`config.mk`:
```
export PLATFORM = sky130hd
export DESIGN_NAME = muldiv_unit
export DESIGN_NICKNAME = d
export VERILOG_FILES = /design/src/rtl/muldiv_unit_pkg.sv /design/src/rtl/muldiv_unit_step.sv /design/src/rtl/muldiv_unit.sv
export SDC_FILE = /design/constraint.sdc
export NUM_CORES = 1
export LEC_CHECK = 0
export ABC_AREA = 1
export CORE_MARGIN = 2
export CORE_UTILIZATION = 60
export CTS_CLUSTER_SIZE = 20
export DETAILED_ROUTE_END_ITERATION = 6
export PLACE_DENSITY = 0.78
export SLEW_MARGIN = 15
export SYNTH_ARGS = -nofsm -noshare
export SYNTH_HDL_FRONTEND = slang
export SYNTH_SLANG_ARGS = --single-unit
export TNS_END_PERCENT = 1
```
`constraint.sdc`:
```
create_clock -name clk -period 7.02 [get_ports clk]
set_input_delay 1.404 -clock clk [delete_from_list [all_inputs] [get_ports clk]]
set_output_delay 1.404 -clock clk [all_outputs]
set_load 0.02 [all_outputs]
```
`src/rtl/muldiv_unit_pkg.sv`:
```
// Shared encodings for the iterative multiply/divide unit; the decode and
// hazard logic imports the same constants for stall generation.
package muldiv_unit_pkg;

  localparam int DEFAULT_WIDTH = 32;

  localparam logic [1:0] OP_MUL   = 2'b00;
  localparam logic [1:0] OP_MULHU = 2'b01;
  localparam logic [1:0] OP_DIVU  = 2'b10;
  localparam logic [1:0] OP_REMU  = 2'b11;

  localparam logic [1:0] ST_IDLE = 2'd0;
  localparam logic [1:0] ST_RUN  = 2'd1;
  localparam logic [1:0] ST_DONE = 2'd2;

endpackage

```
`src/rtl/muldiv_unit_step.sv`:
```
// One combinational iteration: shift-add multiply or restoring-divide step
// over a shared 2*WIDTH accumulator ({hi, lo} = product, or {rem, quotient}).
module muldiv_step
  import muldiv_unit_pkg::*;
#(
  parameter int WIDTH = DEFAULT_WIDTH
) (
  input  logic               is_div,
  input  logic [2*WIDTH-1:0] acc,
  input  logic [WIDTH-1:0]   a,
  input  logic [WIDTH-1:0]   b,
  output logic [2*WIDTH-1:0] acc_next
);

  logic [WIDTH:0] mul_sum;
  logic [WIDTH:0] div_shift;
  logic [WIDTH:0] div_diff;

  always_comb begin
    // Multiply: low half holds the remaining multiplier bits, consumed LSB first.
    mul_sum   = {1'b0, acc[2*WIDTH-1:WIDTH]} + (acc[0] ? {1'b0, a} : '0);
    // Divide: remainder stays below b, so the WIDTH+1 bit trial value never overflows.
    div_shift = {acc[2*WIDTH-1:WIDTH], acc[WIDTH-1]};
    div_diff  = div_shift - {1'b0, b};
    if (is_div) begin
      if (!div_diff[WIDTH]) acc_next = {div_diff[WIDTH-1:0], acc[WIDTH-2:0], 1'b1};
      else                  acc_next = {div_shift[WIDTH-1:0], acc[WIDTH-2:0], 1'b0};
    end else begin
      acc_next = {mul_sum, acc[WIDTH-1:1]};
    end
  end

endmodule

```
`src/rtl/muldiv_unit.sv`:
```
// Iterative unsigned multiply/divide: IDLE -> RUN (WIDTH iterations) -> DONE.
// Handshake: start is sampled only in IDLE; busy is high exactly in RUN; done pulses for one cycle with result valid.
module muldiv_unit
  import muldiv_unit_pkg::*;
#(
  parameter int WIDTH = DEFAULT_WIDTH,
  parameter int CNT_W = 6
) (
  input  logic             clk,
  input  logic             rst,
  input  logic             start,
  input  logic [1:0]       op,
  input  logic [WIDTH-1:0] in_a,
  input  logic [WIDTH-1:0] in_b,
  output logic             busy,
  output logic             done,
  output logic [WIDTH-1:0] result,
  output logic             div_by_zero
);

  localparam logic [CNT_W-1:0] LAST_CNT = CNT_W'(WIDTH - 1);

  logic [1:0]         state;
  logic [CNT_W-1:0]   cnt;
  logic [2*WIDTH-1:0] acc;
  logic [2*WIDTH-1:0] acc_next;
  logic [1:0]         op_q;
  logic [WIDTH-1:0]   a_q;
  logic [WIDTH-1:0]   b_q;
  logic [WIDTH-1:0]   final_result;
  logic               final_dbz;

  muldiv_step #(.WIDTH(WIDTH)) u_step (
    .is_div   (op_q[1]),
    .acc      (acc),
    .a        (a_q),
    .b        (b_q),
    .acc_next (acc_next)
  );

  always_comb begin
    final_dbz = op_q[1] && (b_q == '0);
    case (op_q)
      OP_MUL:   final_result = acc_next[WIDTH-1:0];
      OP_MULHU: final_result = acc_next[2*WIDTH-1:WIDTH];
      OP_DIVU:  final_result = final_dbz ? '1 : acc_next[WIDTH-1:0];
      OP_REMU:  final_result = final_dbz ? a_q : acc_next[2*WIDTH-1:WIDTH];
      default:  final_result = '0;
    endcase
  end

  always_ff @(posedge clk) begin
    if (rst) begin
      state       <= ST_IDLE;
      cnt         <= '0;
      acc         <= '0;
      op_q        <= OP_MUL;
      a_q         <= '0;
      b_q         <= '0;
      result      <= '0;
      div_by_zero <= 1'b0;
    end else begin
      case (state)
        ST_IDLE: begin
          if (start) begin
            a_q   <= in_a;
            b_q   <= in_b;
            op_q  <= op;
            cnt   <= '0;
            // Upper half cleared; lower half seeded with the operand consumed bit-serially.
            acc   <= op[1] ? {{WIDTH{1'b0}}, in_a} : {{WIDTH{1'b0}}, in_b};
            state <= ST_RUN;
          end
        end
        ST_RUN: begin
          acc <= acc_next;
          cnt <= cnt + 1'b1;
          if (cnt == LAST_CNT) begin
            result      <= final_result;
            div_by_zero <= final_dbz;
            state       <= ST_DONE;
          end
        end
        ST_DONE: state <= ST_IDLE;
        default: state <= ST_IDLE;
      endcase
    end
  end

  assign busy = (state == ST_RUN);
  assign done = (state == ST_DONE);

endmodule

```
==> flow_summary.toml <==
[worst_setup_path]
cp_data_required_time_ps = 7380
reg2reg_depth = 18
crit_path_end_kind = "flip-flop"
critPathArrivalTime_ps = 4480
cp_max_fo = 65
worstSetupPathType = "input pin to flip-flop"
critPathCapture = "acc[0]"
setup.worst_path.start_class = "input pin"
reg2reg_from = "acc[0]"
reg2reg_setup_slack_ps = 3080
crit_path_start = "start"
r2r_end = "result[27]"

[timing]
slew_violations = 0
finalHoldViolations = 0
min_period_ps = 4120
finalSetupViolations = 0
period_share_pct = 58.7
timing.fmax_mhz = 243
clock-skew-final_ps = 12.5
worstMarginPinSlew_ps = 1180
fin_setup_tns_ps = 0
slew-limit-headroom_pct = 21.1
rsz0062_at_grt = "no"

[cts]
cts_num_sinks = 171
cts_resized = 0
cts_root_buffer = "clkbuf_16"
path_clk_slew_ps = 70
postCtsSetupBuffers = 0
cts_tree = "yes"
htreeDepth = 4
numCtsBuffers = 17
insertion_delay_ps = 440
cts_max_path_buffers = 2
hold_buffers = 0

[status]
status = "finished, final reports clean"

[drt]
drc = 0
drtIter0Drc = 1955
wl_met1_um = 20300
wire_per_inst_um = 19.3
drtPass1Iterations = 6
wl_met3_um = 5840
wl_met2_um = 20700
vias = 15183
wl_um = 48100
top_layer = "met4"
viasPerCell = 6.10
ant_nets = 0

[die]
core_area_um2 = 22000
dieArea_um2 = 23800
die_h_um = 154
die_x_um = 154
ioPinCount = 104
initial_utilization_pct = 61.6
rows = 54

[cells_and_area]
antenna_cells = 0
layout_common_cells = "nand2_1 (536), inv_1 (294), o21ai_0 (209)"
fill_cells = 1973
area.growth.synth_to_final_pct = 11.8
fin_util_pct = 68.9
final_nets = 2331
drive_gt1_share_pct = 7.25
final_common_cell = "nand2_1"

[global_routing]
grt_first_pass_wirelength_um = 75500
grt_max_degree = 100
grt_use_total_pct = 40.3
grt_pass1_vias = 13938
antenna_found_initial = 0
grt_overflow = 0

[synth]
ys_types = 45
ys_warn_count = 0
syn_nets = 2301
async_flop_share_pct = 0
yosysTopAreaCell = "dfxtp_1"
synth_top_area_share_pct = 25.3
synth_edf_count = 0
yosys-top-cells-area = "dfxtp_1 (25%), nand2_1 (15%), inv_1 (8.2%), o21ai_0 (7.7%), ha_1 (6.0%)"
ys_seq_elements = 171
postSynthCellCount = 2165
syn_area_um2 = 13500
ys_seq_area_share_pct = 25.3
syn_avg_cell_area_um2 = 6.25
synthFlopType = "dfxtp_1"

[placement]
gp_congestion = 0.993
port_buffers = 103
dp_hpwl_um = 36000

[run]
drv_cap = 0

[power]
p_per_area_nw_per_um2 = 195
vdd_drop_max_mv = 0.182
leakage_nw = 6.98

[min_path]
hp-class = "flip-flop to flip-flop"
==> layer usage <==
| metal | vias to the layer above | global-route usage [%] |
|---|---|---|
| li1 | 7204 | - |
| met1 | 6936 | 56.9 |
| met2 | 931 | 62.4 |
| met3 | 112 | 8.83 |
| met4 | 0 | 10.8 |
| met5 | - | 0 |
==> synth_stat cells, types with 27 or more instances <==
| library cell | number |
|---|---|
| o21ai_0 | 209 |
| ha_1 | 65 |
| inv_1 | 295 |
| nor2_1 | 190 |
| dfxtp_1 | 171 |
| nand3_2 | 49 |
| a21oi_1 | 162 |
| o211ai_1 | 33 |
| o221ai_1 | 32 |
| clkbuf_1 | 85 |
| a21oi_2 | 27 |
| nand3_1 | 132 |
| nand2_1 | 536 |
==> layout make-up <==
| type | count | area [um2] | area share (%) |
|---|---|---|---|
| clock buffer | 17 | 425 | 2.81 |
| clock inverter | 14 | 153 | 1.01 |
| inverter | 299 | 1120 | 7.42 |
| multi-input combinational | 1591 | 8540 | 56.4 |
| sequential | 171 | 3430 | 22.6 |
| tap | 280 | 350 | 2.31 |
| timing repair buffer | 115 | 1120 | 7.37 |
==> worst max-delay path: stages <==
cell and delay [ps]:
clkdlybuf4s50_1 420, nand2_1 120, nor2_4 30, buf_4 290, nor2_1 160, inv_1 500, nor2_4 980, inv_1 270
o221ai_1 250
==> worst min-delay path by stage <==
| stage | start | to | slack (ps) | depth (start not counted) |
|---|---|---|---|---|
| after floorplan | cnt[5] | cnt[5] | 440 | 1 |
| after global placement | cnt[5] | cnt[5] | 450 | 1 |
| after detailed placement | cnt[5] | cnt[5] | 460 | 1 |
| after CTS | result[0] | result[0] | 470 | 2 |
| after global routing | result[31] | result[31] | 500 | 2 |
| final | result[0] | result[0] | 470 | 2 |
==> report_power, final <==
| group | switching (W) | internal [W] |
|---|---|---|
| registers | 0.0000651 | 0.00103 |
| logic | 0.000632 | 0.000289 |
| clock network | 0.000465 | 0.000474 |
| total | 0.00116 | 0.00179 |
==> stage by stage <==
stage / std cells / worst slack [ps] / instance area (um2) / power, W / hold slack, ps
floorplan: 2165 / 4350 / 13500 / 0.00174 / 437
global placement: 2456 / 2650 / 14600 / 0.00198 / 448
detailed placement: 2456 / 2590 / 14600 / 0.00200 / 457
CTS: 2487 / 3020 / 15100 / 0.00291 / 472
global route: 2487 / 2660 / 15100 / 0.00308 / 496
finish: 2487 / 2900 / 15100 / 0.00295 / 471
==> state kept, by name, summed over array words and instances, names as in the netlist <==
name         cells
b_q             32
acc             64
a_q             32
op_q             2
state            2
result          32
cnt              6
div_by_zero      1
==> logic make-up (layout without fill, tap and decap cells) <==
group,count (synthesis),after routing,share of synthesized area [%]
XOR/XNOR,18,18,1.17
adder cells (fa/ha/maj),67,67,6.31
flip-flops,171,171,25.3
AO/OA/AOI/OAI,532,532,23.6
buffers and inverters,403,445,11.8
AND/OR/NAND/NOR,974,974,31.9
Note: power is estimated with default switching activity, not from simulation.
